--- src/rtl/count_pkg.sv ---
// Shared types and constants for the packed count-word interface.
package count_pkg;

    typedef logic [15:0] count_t;
    typedef bit   [31:0] bit_int_t;

    localparam int COUNT_LANES = 2;

    typedef enum logic [0:0] {
        IDLE = 1'b0,
        EMIT = 1'b1
    } unpack_state_e;

    // Width of a lane index; a single-lane interface still carries one bit.
    function automatic int lane_idx_w(input int lanes);
        int w;
        if (lanes > 1) begin
            w = $clog2(lanes);
        end else begin
            w = 1;
        end
        return w;
    endfunction

endpackage

--- src/rtl/count_lane_select.sv ---
// Combinational lane picker: selects one packed word and narrows it to a count.
module count_lane_select
    import count_pkg::*;
#(
    parameter int LANES   = COUNT_LANES,
    parameter int WORD_W  = $bits(bit_int_t),
    parameter int COUNT_W = $bits(count_t),
    parameter int LANE_W  = lane_idx_w(LANES)
) (
    input  logic [LANES*WORD_W-1:0] hold_i,
    input  logic [LANE_W-1:0]       lane_i,
    output logic [COUNT_W-1:0]      count_o,
    output logic                    trunc_o
);

    logic [WORD_W-1:0] word_s;

    // AND-OR mux over the lanes; an index past LANES-1 yields zero.
    always_comb begin
        word_s = '0;
        for (int i = 0; i < LANES; i++) begin
            word_s = word_s | (hold_i[i*WORD_W +: WORD_W] & {WORD_W{lane_i == LANE_W'(i)}});
        end
    end

    assign count_o = word_s[COUNT_W-1:0];

    generate
        if (COUNT_W < WORD_W) begin : g_trunc
            assign trunc_o = |word_s[WORD_W-1:COUNT_W];
        end else begin : g_fit
            assign trunc_o = 1'b0;
        end
    endgenerate

endmodule

--- src/rtl/count_lane_unpacker.sv ---
// Unpacks a beat of LANES packed words into one count per cycle, lane 0 first.
module count_lane_unpacker
    import count_pkg::*;
#(
    parameter int LANES   = COUNT_LANES,
    parameter int WORD_W  = $bits(bit_int_t),
    parameter int COUNT_W = $bits(count_t),
    parameter int LANE_W  = lane_idx_w(LANES)
) (
    input  logic                    clk,
    input  logic                    rst,
    input  logic                    in_valid,
    output logic                    in_ready,
    input  logic [LANES*WORD_W-1:0] in_data,
    output logic                    out_valid,
    input  logic                    out_ready,
    output logic [COUNT_W-1:0]      out_count,
    output logic [LANE_W-1:0]       out_lane,
    output logic                    out_last,
    output logic                    out_trunc,
    output logic                    err_sticky,
    output logic [15:0]             beat_cnt
);

    unpack_state_e             state_q, state_d;
    logic [LANES*WORD_W-1:0]   hold_q, hold_d;
    logic [LANE_W-1:0]         lane_q, lane_d;
    logic [15:0]               beat_cnt_q, beat_cnt_d;
    logic                      err_q, err_d;

    logic                      lane_last_s;
    logic                      lane_trunc_s;
    logic [COUNT_W-1:0]        lane_count_s;
    logic                      accept_s;
    logic                      take_s;

    count_lane_select #(
        .LANES   (LANES),
        .WORD_W  (WORD_W),
        .COUNT_W (COUNT_W),
        .LANE_W  (LANE_W)
    ) u_select (
        .hold_i  (hold_q),
        .lane_i  (lane_q),
        .count_o (lane_count_s),
        .trunc_o (lane_trunc_s)
    );

    assign lane_last_s = (lane_q == LANE_W'(LANES - 1));
    assign out_valid   = (state_q == EMIT);
    assign out_count   = lane_count_s;
    assign out_lane    = lane_q;
    assign out_last    = out_valid & lane_last_s;
    assign out_trunc   = out_valid & lane_trunc_s;
    assign err_sticky  = err_q;
    assign beat_cnt    = beat_cnt_q;
    assign accept_s    = in_valid & in_ready;
    assign take_s      = out_valid & out_ready;

    // Ready: always free when idle, otherwise only as the final lane leaves.
    always_comb begin
        if (rst) begin
            in_ready = 1'b0;
        end else if (state_q == IDLE) begin
            in_ready = 1'b1;
        end else begin
            in_ready = out_ready & lane_last_s;
        end
    end

    // Next-state: capture beats, step lanes, chain beats without a bubble.
    always_comb begin
        state_d    = state_q;
        hold_d     = hold_q;
        lane_d     = lane_q;
        beat_cnt_d = beat_cnt_q;
        err_d      = err_q | (take_s & lane_trunc_s);
        if (accept_s) begin
            beat_cnt_d = beat_cnt_q + 16'd1;
        end else begin
            beat_cnt_d = beat_cnt_q;
        end
        case (state_q)
            IDLE: begin
                if (accept_s) begin
                    hold_d  = in_data;
                    lane_d  = '0;
                    state_d = EMIT;
                end else begin
                    state_d = IDLE;
                end
            end
            EMIT: begin
                if (take_s && !lane_last_s) begin
                    lane_d = lane_q + LANE_W'(1);
                end else if (take_s && accept_s) begin
                    hold_d  = in_data;
                    lane_d  = '0;
                    state_d = EMIT;
                end else if (take_s) begin
                    state_d = IDLE;
                end else begin
                    state_d = EMIT;
                end
            end
            default: begin
                state_d = IDLE;
                lane_d  = '0;
            end
        endcase
    end

    // State and datapath registers with synchronous reset.
    always_ff @(posedge clk) begin
        if (rst) begin
            state_q    <= IDLE;
            hold_q     <= '0;
            lane_q     <= '0;
            beat_cnt_q <= 16'd0;
            err_q      <= 1'b0;
        end else begin
            state_q    <= state_d;
            hold_q     <= hold_d;
            lane_q     <= lane_d;
            beat_cnt_q <= beat_cnt_d;
            err_q      <= err_d;
        end
    end

endmodule

--- config.mk ---
export PLATFORM = sky130hd
export DESIGN_NAME = count_lane_unpacker
export DESIGN_NICKNAME = d
export VERILOG_FILES = /design/src/rtl/count_pkg.sv /design/src/rtl/count_lane_select.sv /design/src/rtl/count_lane_unpacker.sv
export SDC_FILE = /design/constraint.sdc
export NUM_CORES = 1
export LEC_CHECK = 0
export CAP_MARGIN = 10
export CORE_AREA = 5 5 94 96
export DETAILED_ROUTE_END_ITERATION = 10
export DIE_AREA = 0 0 99 101
export PLACE_DENSITY = 0.74
export SLEW_MARGIN = 15
export SYNTH_ARGS = -nofsm -noshare
export SYNTH_HDL_FRONTEND = slang
export SYNTH_SLANG_ARGS = --single-unit
--- constraint.sdc ---
create_clock -name clk -period 1.98 [get_ports clk]
set_input_delay 0.594 -clock clk [delete_from_list [all_inputs] [get_ports clk]]
set_output_delay 0.594 -clock clk [all_outputs]
set_load 0.02 [all_outputs]
==> After elaboration in Yosys (flattened, before gate mapping) <==
Cells that the tools add are included.
Widths: inputs -> output; s select.
{ "word_totals": {"mem_count": 0, "latchBits": 0, "mem_bits_ro": 0, "ramBits": 0, "regBits": 83} }
{ "op_classes": {"n_reduce_logical": 6, "n_eq_ne": 4, "add_sub_neg": 2, "n_mul": 0, "magnitude_cmp": 0, "mux": 15, "n_div": 0, "bitwise_logic": 12, "shifts": 0} }
{ "op_table": {"columns": ["operator", "count"], "rows": [
  ["$mux 64", 3],
  ["$pmux 64 s2", 1],
  ["$and 32x32->32", 2],
  ["$or 32x32->32", 1],
  ["$add 16x1->16 const B", 1],
  ["$reduce_or 16->1", 1],
  ["$mux 1", 9],
  ["$and 1x1->1", 6],
  ["$ne 2x2->1 const B", 2],
  ["$pmux 1 s2", 2],
  ["$ne 3x1->1 const B", 1],
  ["$reduce_and 3->1", 1],
  ["$logic_and 1x1->1", 2],
  ["$ne 2x1->1 const B", 1],
  ["$not 1->1", 2],
  ["$reduce_and 2->1", 1],
  ["$add 1x1->1 const B", 1],
  ["$logic_not 1->1", 1],
  ["$or 1x1->1", 1]
]} }

==> Longest topological paths before layout <==
{ "depth": {"word_depth": 8, "ltp_mapped": 7} }

==> Cells and area by module <==
From an unflattened synthesis, not the netlist that was laid out.
{ "hier_totals": {"cells_unflattened": 408, "hier_area_um2": 3473.3} }
{ "modules_own_cells": {"columns": ["module", "cells_per_inst", "area_each_um2", "n_inst"], "rows": [
  ["count_lane_unpacker", 377, 3188.1, 1],
  ["count_lane_select", 31, 285.3, 1]
]} }

==> Worst setup path before layout <==
No wires, ideal clock.
{ "synth_timing": {"path_type": "input to output", "start": "in rst", "end": "out in_ready", "cell_stages": 3, "slack_ps": 74, "arrival_time_ps": 1312, "n_path_buf": 2, "required_ps": 1386, "cell_sequence": "clkbuf_1 -> buf_1 -> nor2_1"} }
{ "synth_between": {"elab_chain_len": 1} }
{ "synth_lines": {"columns": ["item", "line", "rtl"], "rows": [
  ["from (decl)", "count_lane_unpacker.sv:11", "input logic rst,"],
  ["$mux 1", "count_lane_unpacker.sv:62", "if (rst) begin"],
  ["to (decl)", "count_lane_unpacker.sv:13", "output logic in_ready,"]
]} }
Every way passes these cells.

==> Final worst setup path <==
{ "layout_timing": {"start": "reg hold_q[16]", "end": "out out_trunc"} }
{ "layout_between": {"elab_chain_len": 4} }
{ "layout_lines": {"columns": ["item", "line", "rtl"], "rows": [
  ["from (decl)", "count_lane_unpacker.sv:26", "logic [LANES*WORD_W-1:0] hold_q, hold_d;"],
  ["from (signal assigned)", "count_lane_unpacker.sv:123", "hold_q <= hold_d;"],
  ["$and 32x32->32", "count_lane_select.sv:22", "word_s = word_s | (hold_i[i*WORD_W +: WORD_W] & {WORD_W{lane_i == LANE_W'(i)}});"],
  ["$or 32x32->32", "count_lane_select.sv:22", null],
  ["$reduce_or 16->1", "count_lane_select.sv:30", "assign trunc_o = |word_s[WORD_W-1:COUNT_W];"],
  ["$and 1x1->1", "count_lane_unpacker.sv:54", "assign out_trunc = out_valid & lane_trunc_s;"],
  ["to (decl)", "count_lane_unpacker.sv:20", "output logic out_trunc,"]
]} }
Every way passes these cells.

==> key figures <==
Run status
  – Status: complete, but fails checks
  – Failing checks: setup timing

Timing
  – Final Hold Viols: 0
  – Worst-margin pin slew: around 0.39 ns
  – Tmin final: between 2 and 2.5 ns
  – Slew HR: 0.7365
  – Hold Slack: 0.4504 ns
  – Fin. max-slew vios: 0
  – Sum Neg Setup Slack: -2.223 ns
  – Setup WS post-layout: -0.4190 ns
  – Period Utilization, post-route: 1.212
  – Setup violations, final: 14
  – Achievable clock frequency: ~0.42 GHz
  – RSZ-0062 raised after global routing: yes
  – Clock skew: between 0.007 and 0.008 ns

Synthesis
  – Synth area leader: dfxtp_1
  – Synth top area share: 0.4992
  – Yosys reg bits: 83
  – Synthesized Nets: 481
  – Synth top area cells: dfxtp_1 (50%), nand2_1 (16%), o21ai_1 (10%), mux2_2 (5.4%), a21oi_1 (2.1%)
  – Mapped Cells: 412
  – Dominant synthesized flop cell: dfxtp_1
  – Syn_area_per_cell: around 8 um2
  – Sequential share of the synthesized area: 0.4992
  – EDFF count, synth: 0
  – Yosys warning count: 0
  – Yosys cell types: 33
  – Async set-or-reset flop fraction in the synthesized netlist: 0
  – Synth Cell Area: between 3000 and 4000 um2

Global route
  – GR Layer Usage met3: 0.04637
  – Met1 GRT Util: 0.2151
  – Global route hottest layer: met2
  – Pin count of the biggest net entering global routing: 66
  – Vias in the first global route: roughly 3,200
  – Gr ovfl total: 0
  – Initial antenna violation count: 0
  – Met2 global-route usage: 0.3027
  – Global-route wire length before repair: between 10,000 and 15,000 um
  – Gr usage total: 0.1760

Setup path
  – Crit-path cells: nor4_4 > nand4_1 > o41ai_2 > buf_4 > nor2_4 > buf_6
  – CP max stage delay: ~0.34 ns
  – Crit path launch type: register
  – Crit path kind: reg2out
  – Reg-to-Reg End: beat_cnt[14]
  – Critical Path RT: 1.39 ns
  – Delay-heaviest family, CP: simple AND/OR/NAND/NOR gates
  – Crit path max fanout: 2
  – Critical-path top delay cell: dfxtp_2
  – R2R depth: 8
  – CP Capture Type: primary output
  – R2R Setup Slk: roughly 0.11 ns
  – CP arrival: approximately 1.8 ns
  – WP buf/inv: 2
  – R2R Path Start: out_lane

Pwr
  – Worst vdd ir: about 350 uV
  – Pint: ~2.7 mW
  – Seq pwr share: 0.504
  – Sw power: a little over 0.9 mW
  – Static Leak: about 2.1 nW
  – Power per cell area: 714.8 nW/um2
  – Clock power share: 0.326
  – Sw Ratio: 0.2492
  – Pwr Total: 3.638 mW
  – Logic gate share of total power: 0.169

Layout
  – Final std cells w/o fill: roughly 640
  – Area of the multi-input gates: approximately 1700 um2
  – Ratio of cells with drive above 1 in the final layout: 0.1806
  – Fill count: between 600 and 700
  – # diodes: 0
  – Synthesis-to-finish area growth: 52.93%
  – Final net count: 601
  – Register area: 1668 um2

Place
  – GP Congestion: a little over 0.8
  – Setup WS pre-CTS: -0.5096 ns
  – Count of buffers from port buffering: around 110
  – HPWL Detailed: just over 6000 um
  – Dpl cells: roughly 620

Route
  – Vias per inst: 4.913
  – Remaining DRCs: 0
  – DRT Pass-1 Iters: 4
  – Total Wirelength: about 8900 um
  – DRT iter0 DRCs: 80
  – Wire per inst: roughly 14 um
  – Post-detailed-route count of antenna-violating nets: 0
  – Vias post-DR: between 3,000 and 4,000

Floorplan
  – Initial Util: 0.4176
  – IO Pins: roughly 110
  – FP Rows: 33
  – Die X-Extent: between 90 and 100 um
  – Die Ht: around 100 um
  – Core Area: approximately 8000 um2
  – Die footprint: ~10000 um2

Clocking
  – CTS max path bufs: 2
  – CTS clk-pin slew, worst paths: 0.08 ns
  – Root Buffer: clkbuf_8
  – Num CTS Buffers: 9
  – Clk_lat worst skew: approximately 0.34 ns
  – CTS tree: built
  – # clock sinks: 83
  – Hold_buf cts: 0
  – CTS H-tree depth: 3

Min path
  – Hold Path Origin: hold_q[63]
  – Hold Path Class: reg2reg
  – Hold EP: hold_q[63]
  – Worst Hold Depth: 2

Run
  – Max-Cap Viols: 0
-- layer usage --
| layer | vias to the layer above | part of all wire | wire length, um |
|---|---|---|---|
| met5 | - | 0 | 0 |
| met4 | 0 | 0.0069 | 61 |
| met3 | 5 | 0.066 | 585 |
| met2 | 82 | 0.49 | 4343 |
| met1 | 1432 | 0.44 | 3901 |
| li1 | 1635 | - | - |
-- power by group through the flow --
stage               Clock, mW  Combinational, mW  Sequential, mW
detailed placement          0              0.539            1.86
global placement            0              0.532            1.85
global route             1.29              0.667            1.85
finish                   1.19              0.616            1.83
floorplan                   0              0.248            1.85
CTS                      1.22              0.583            1.82
-- registers in the layout, indices dropped and copies added (netlist names) --
name	flops
out_lane	1
beat_cnt	16
hold_q	64
err_sticky	1
out_valid	1
-- final cells by class --
cell class / instances / area share
Sequential cell: 83 / 0.3277
Clock inverter: 5 / 0.01032
Clock buffer: 11 / 0.02778
Multi-Input combinational cell: 297 / 0.3277
Tap cell: 105 / 0.02581
Timing Repair Buffer: 137 / 0.2778
Inverter: 4 / 0.002950
-- layout by cell type, fill, tap and decap left out, types with 2 or more instances in the layout --
cell,instances
buf_4,17
nand2_1,138
nand3_1,2
dfxtp_1,80
clkinv_2,3
clkdlybuf4s50_1,69
buf_12,4
or3_1,5
nand4_1,5
xor2_1,2
inv_1,3
a21oi_1,13
nor4_1,2
dlygate4sd2_1,12
o21ai_1,68
dfxtp_2,2
nand4_2,2
clkbuf_8,10
buf_8,3
buf_6,26
o21ai_0,3
or4_1,7
mux2_4,16
dlymetal6s2s_1,5
nor2_1,8
nor4_4,3
o31ai_1,7
-- Yosys cell counts (2+ instances only) --
| cell | instances |
|---|---|
| o21ai_1 | 68 |
| buf_1 | 3 |
| mux2_2 | 16 |
| inv_1 | 3 |
| o21ai_0 | 3 |
| o31ai_1 | 7 |
| nand4_2 | 2 |
| nor4_1 | 6 |
| nand3_1 | 2 |
| nor2_1 | 9 |
| clkbuf_1 | 13 |
| a21oi_1 | 14 |
| dfxtp_1 | 83 |
| nand2_1 | 138 |
| buf_2 | 11 |
| or3_1 | 5 |
| or4_1 | 7 |
| xor2_1 | 2 |
| and3_1 | 2 |
| nand4_1 | 5 |
-- repair_timing --
action / CTS / global route
resized for setup: 140 / 39
endpoints found under the setup margin: 34 / 29
pin swaps: 3 / 8
setup buffers: 6 / 8
gates cloned: 1 / 0
-- how the worst max path moves through the flow --
stage | endpoint | from | cells past startpoint
5_1_grt | out_trunc | out_lane | 6
6_report | out_trunc | hold_q[16] | 6
4_1_cts | out_trunc | hold_q[19] | 6
2_1_floorplan | in_ready | rst | 3
3_3_place_gp | out_trunc | hold_q[16] | 6
3_5_place_dp | out_trunc | hold_q[16] | 6
-- kinds of logic after synthesis --
| group | Yosys count | share of synthesized area |
|---|---|---|
| flops | 83 | 0.4992 |
| xor+xnor | 3 | 0.007896 |
| mux | 16 | 0.05413 |
| simple gates | 182 | 0.2406 |
| compound gates | 95 | 0.1519 |
| fa+ha+maj | 1 | 0.003759 |
| buf+inv | 32 | 0.04248 |
-- tightest hold or removal path: cells and delay by family, from the launching register on --
kind,cells,cell delay (ns)
simple gates,1,0.05
flops,1,0.31
compound gates,1,0.05
-- metrics by stage --
step,utilization,cell area (um2)
after global placement,0.5769,4597
after global routing,0.6387,5090
after CTS,0.6202,4942
after floorplan,-,3328
final,0.6387,5090
after detailed placement,0.5769,4597
Power figures use the tool's default switching activity.
